### src/rtl/muldiv_unit.sv
// Iterative multiply/divide unit owning the HI/LO registers.
// Shift-add multiply and restoring divide on magnitudes, with the sign fixed up in a final cycle.
module muldiv_unit #(
  parameter int W    = 32,
  parameter int ITER = 32
) (
  input  logic         clk,
  input  logic         rst_n,
  input  logic         start,
  input  logic [1:0]   op,
  input  logic [W-1:0] a,
  input  logic [W-1:0] b,
  input  logic         hi_we,
  input  logic         lo_we,
  input  logic [W-1:0] wdata,
  output logic         busy,
  output logic         done,
  output logic [W-1:0] hi,
  output logic [W-1:0] lo
);

  localparam int CW = (ITER > 1) ? $clog2(ITER) : 1;

  typedef enum logic [1:0] {IDLE, PREP, RUN, FIX} state_t;

  state_t          state_reg, state_next;
  logic [CW-1:0]   cnt_reg;
  logic [1:0]      op_reg;
  logic [W-1:0]    a_reg, b_reg, mag_reg;
  logic [2*W-1:0]  acc_reg;
  logic            res_neg_reg, rem_neg_reg, done_reg;
  logic [W-1:0]    hi_reg, lo_reg;

  // op[1] selects divide, op[0] selects the unsigned variant
  logic            is_div, is_signed;
  logic [W-1:0]    a_mag, b_mag;
  logic [W:0]      mul_sum;
  logic            div_ge;
  logic [W-1:0]    div_sub;
  logic [2*W-1:0]  step_acc;
  logic [2*W-1:0]  prod_fix;
  logic [W-1:0]    quot_fix, rem_fix;

  assign is_div    = op_reg[1];
  assign is_signed = ~op_reg[0];

  always_comb begin
    state_next = state_reg;
    case (state_reg)
      IDLE: if (start) state_next = PREP;
      PREP: state_next = RUN;
      RUN:  if (cnt_reg == CW'(ITER - 1)) state_next = FIX;
      FIX:  state_next = IDLE;
      default: state_next = IDLE;
    endcase
  end

  always_ff @(posedge clk) begin
    if (!rst_n) state_reg <= IDLE;
    else        state_reg <= state_next;
  end

  always_comb begin
    a_mag = (is_signed && a_reg[W-1]) ? -a_reg : a_reg;
    b_mag = (is_signed && b_reg[W-1]) ? -b_reg : b_reg;

    // Multiply: acc = {partial product, remaining multiplier bits}
    mul_sum = {1'b0, acc_reg[2*W-1:W]} + (acc_reg[0] ? {1'b0, mag_reg} : '0);

    // Divide: acc = {partial remainder, dividend bits becoming quotient bits}
    div_ge  = acc_reg[2*W-1:W-1] >= {1'b0, mag_reg};
    div_sub = acc_reg[2*W-2:W-1] - mag_reg;

    if (is_div)
      step_acc = div_ge ? {div_sub, acc_reg[W-2:0], 1'b1} : {acc_reg[2*W-2:0], 1'b0};
    else
      step_acc = {mul_sum, acc_reg[W-1:1]};

    prod_fix = res_neg_reg ? -acc_reg : acc_reg;
    quot_fix = res_neg_reg ? -acc_reg[W-1:0] : acc_reg[W-1:0];
    rem_fix  = rem_neg_reg ? -acc_reg[2*W-1:W] : acc_reg[2*W-1:W];
  end

  always_ff @(posedge clk) begin
    if (!rst_n) begin
      cnt_reg     <= '0;
      op_reg      <= '0;
      a_reg       <= '0;
      b_reg       <= '0;
      mag_reg     <= '0;
      acc_reg     <= '0;
      res_neg_reg <= 1'b0;
      rem_neg_reg <= 1'b0;
      done_reg    <= 1'b0;
      hi_reg      <= '0;
      lo_reg      <= '0;
    end else begin
      done_reg <= (state_reg == FIX);
      case (state_reg)
        IDLE: begin
          if (start) begin
            op_reg <= op;
            a_reg  <= a;
            b_reg  <= b;
          end
          if (hi_we) hi_reg <= wdata;
          if (lo_we) lo_reg <= wdata;
        end
        PREP: begin
          cnt_reg     <= '0;
          res_neg_reg <= is_signed & (a_reg[W-1] ^ b_reg[W-1]);
          rem_neg_reg <= is_signed & a_reg[W-1];
          acc_reg     <= is_div ? {{W{1'b0}}, a_mag} : {{W{1'b0}}, b_mag};
          mag_reg     <= is_div ? b_mag : a_mag;
        end
        RUN: begin
          acc_reg <= step_acc;
          cnt_reg <= cnt_reg + CW'(1);
        end
        FIX: begin
          if (is_div) begin
            // Divide by zero reports the untouched dividend rather than a sign-fixed one
            if (b_reg == '0) begin
              hi_reg <= a_reg;
              lo_reg <= '1;
            end else begin
              hi_reg <= rem_fix;
              lo_reg <= quot_fix;
            end
          end else begin
            hi_reg <= prod_fix[2*W-1:W];
            lo_reg <= prod_fix[W-1:0];
          end
        end
        default: ;
      endcase
    end
  end

  assign busy = (state_reg != IDLE);
  assign done = done_reg;
  assign hi   = hi_reg;
  assign lo   = lo_reg;

endmodule
### config.mk
export PLATFORM = sky130hd
export DESIGN_NAME = muldiv_unit
export DESIGN_NICKNAME = d
export VERILOG_FILES = /design/src/rtl/muldiv_unit.sv
export SDC_FILE = /design/constraint.sdc
export NUM_CORES = 1
export LEC_CHECK = 0
export ABC_AREA = 1
export CAP_MARGIN = 10
export CORE_ASPECT_RATIO = 1.4
export CORE_MARGIN = 1.5
export CORE_UTILIZATION = 55
export DETAILED_ROUTE_END_ITERATION = 10
export PLACE_DENSITY = 0.86
export SYNTH_ARGS = -nofsm -noshare
export SYNTH_HDL_FRONTEND = slang
export SYNTH_SLANG_ARGS = --single-unit
### constraint.sdc
create_clock -name clk -period 2.4 [get_ports clk]
set_input_delay 0.48 -clock clk [delete_from_list [all_inputs] [get_ports clk]]
set_output_delay 0.48 -clock clk [all_outputs]
set_load 0.005 [all_outputs]
==> flow_summary.yaml <==
cts:
  cts.reportedPaths.clkPinSlew_ns: 0.07
  cts_tree: "done"
  cts_buffers: 27
  clk_latency_ns: 0.57
  hold_buffers: 0
  clock_sinks: 236
  cts.path.max_buffers: 3
  cts-htree-levels: 1
  clk_root_buffer_cell: "clkbuf_16"
sta:
  finalHoldViolCount: 0
  setup_viol: 1
  max_freq_mhz: 416
  fin_ws_ns: -0.00613
  report.final.slew_viol_count: 0
  rsz0062_at_grt: "yes"
  tightest_slew_ns: 0.787
  period_needed_ns: 2.41
  relSlewSlack_pct: 47.5
  skew_ns: 0.0159
  fin_crit_sh_pct: 100
setup_path:
  crit_end: "acc_reg[57]"
  rr_worst_depth: 15
  critical_path.top_delay_family: "simple AND/OR/NAND/NOR gates"
  r2r_end: "acc_reg[57]"
  cp-startpoint: "acc_reg[0]"
  worstPathRequired_ns: 2.90
  slowest_stage: "ha_2"
  worstPathCellList: "buf_12 -> buf_4 -> nand2_1 -> inv_1 -> ha_2 -> nand2_2 -> nor2_4 -> nand2_1 -> nor2_2 -> nand2_1 -> nand2_1 -> nand2_1 -> nand3_1 -> nand3_1 -> a21oi_1"
  path_depth: 15
  start_kind: "flip-flop"
  reg2reg_slack_ns: -0.006
  r2r_start: "acc_reg[0]"
  crit_top_cell: "nand2_1"
  max_stage_delay_ns: 0.38
  crit_fanout: 19
  end_kind: "flip-flop"
  worstPathBufferInverterCount: 3
  cp.arrival_ns: 2.90
  criticalPathCategory: "reg -> reg"
placed_design:
  gp_congestion: 1.12
  place_inst: 4465
  numPortBuffers: 168
  dpl.hpwl_um: 77600
floorplanning:
  top_level_ports: 169
  die_w_um: 168
  fp.coreArea_mm2: 0.0375
  initial_core_util_pct: 55.8
  die_h_um: 234
  die-area_mm2: 0.0393
  num_rows: 84
yosys:
  synth.area.top_cells: "dfxtp_1 23%, nand2_1 18%, a21oi_1 8.2%, inv_1 8.0%, nand3_1 7.8%"
  synth_edf_count: 0
  synth_top_area_share_pct: 22.6
  synth_seq_cells: 236
  synth_flop_cell: "dfxtp_1"
  yosysTopAreaCell: "dfxtp_1"
  synth_area_mm2: 0.0209
  synthArstFlopShare_pct: 0
  syn_area_per_cell_um2: 5.74
  synth_cells: 3646
  synth_warnings: 0
  yosysSeqAreaShare_pct: 22.6
  yosysUniqueCellTypes: 51
  syn_nets: 3825
global_route:
  grt_max_degree: 143
  grtUsageMet1_pct: 56.9
  grtUsageTotal_pct: 48.3
  grt_pass1_vias: 25000
  grt-ovfl-total: 0
  gr-max-usage-layer: "met2"
  grt_pass1_wl_um: 143000
  grtUsageMet2_pct: 76.9
  antenna_found_initial: 5
  use_met3_pct: 8.88
final_layout:
  area_growth_pct: 30.9
  largest_register_ffs: 64
  finalNetCount: 4216
  drive_gt1_share_pct: 16.8
  layout_commonest_cell: "nand2_1"
  final_cell_mix: "984 x nand2_1, 441 x inv_1, 328 x buf_4"
  finalNonFillerCells: 4531
hold_path:
  hp-start: "rst_n"
  hold_path.class: "in -> reg"
power:
  leakage_nw: 13.1
  power_mw: 36.0
  power_density_mw_per_mm2: 1310
  peakVddDrop_uv: 845
routing:
  vias_per_cell: 5.98
  drc: 0
  drtIter0Drc: 3557
  via_count: 27100
  wl_per_cell_um: 21.7
  detail-route-antenna-nets: 0
  wirelength_um: 98300
  detail_route.first_pass.iterations: 8
status:
  violations: "negative setup slack"
  status: "complete, but fails checks"
job:
  cap_violations: 0
worst min path at each step:
stage	slack, ns	to	cells after the start
floorplan	0.45	cnt_reg[4]	2
global placement	0.46	cnt_reg[4]	2
detailed placement	0.47	cnt_reg[4]	2
CTS	0.27	b_reg[16]	3
global route	0.31	a_reg[29]	3
finish	0.29	b_reg[16]	3
synth_stat cells, types with 24 or more instances:
master    number
a21oi_1      342
clkbuf_1     109
dfxtp_1      236
ha_1          74
inv_1        448
nand2_1     1028
nand3_1      327
nand4_1       50
nor2_1       337
nor2_2        24
o211ai_1      45
o21ai_0      302
xor2_1       100
area by class of cell:
type	count	area, µm²
fillers	3194	10100
well taps	473	592
clock inverters	13	114
repair buffers	517	4510
clock buffers	35	746
multi-input cells	2793	14900
diodes	2	5.00
flip-flops and latches	236	4740
inverters	462	1760
worst min-delay path: cells and delay by family:
family	cells	cell delay (ns)
and+or+nand+nor	1	0.04
AOI/OAI and AO/OA	1	0.10
buffers and inverters	1	0.19
cell families (layout without fill, tap and decap cells):
logic type / Yosys count / in the layout / synth area share [%]
AOI/OAI and AO/OA: 761 / 761 / 19.4
DFF: 236 / 236 / 22.6
and+or+nand+nor: 1844 / 1845 / 37.4
other: 0 / 2 / 0
buffers and inverters: 618 / 1027 / 11.4
xor gates and xnor gates: 111 / 111 / 4.64
adders and majority gates: 76 / 76 / 4.62
metrics by stage:
| step | TNS (ns) | worst slack, ns | util, % | area (µm²) | hold slack (ns) |
|---|---|---|---|---|---|
| after floorplan | 0 | 0.0237 | - | 20900 | 0.450 |
| after global placement | -2.22 | -0.129 | 67.3 | 25300 | 0.456 |
| after detailed placement | -2.34 | -0.127 | 67.3 | 25300 | 0.472 |
| after CTS | 0 | 0.00455 | 69.8 | 26200 | 0.273 |
| after global routing | -0.953 | -0.112 | 73.0 | 27400 | 0.310 |
| final | -0.00613 | -0.00613 | 73.0 | 27400 | 0.294 |
power by group:
part	leakage (nW)	switching (mW)	internal [mW]
Clock	0.428	1.86	2.31
Sequential	1.95	1.09	5.04
Combinational	10.7	16.5	9.17
Total	13.1	19.5	16.5
repair_timing:
action,4_1_cts,5_1_grt
gates cloned,0,1
buffers inserted,4,11
resized for setup,23,251
pin swaps,3,34
endpoints found under the setup margin,32,86
routing by layer:
metal  up-vias  share of wire, %
met4         6               9.6
met2      1797                44
met5         -             0.038
li1      12600                 -
met1     12200                35
met3       431                11
Power figures use the tool's default switching activity.
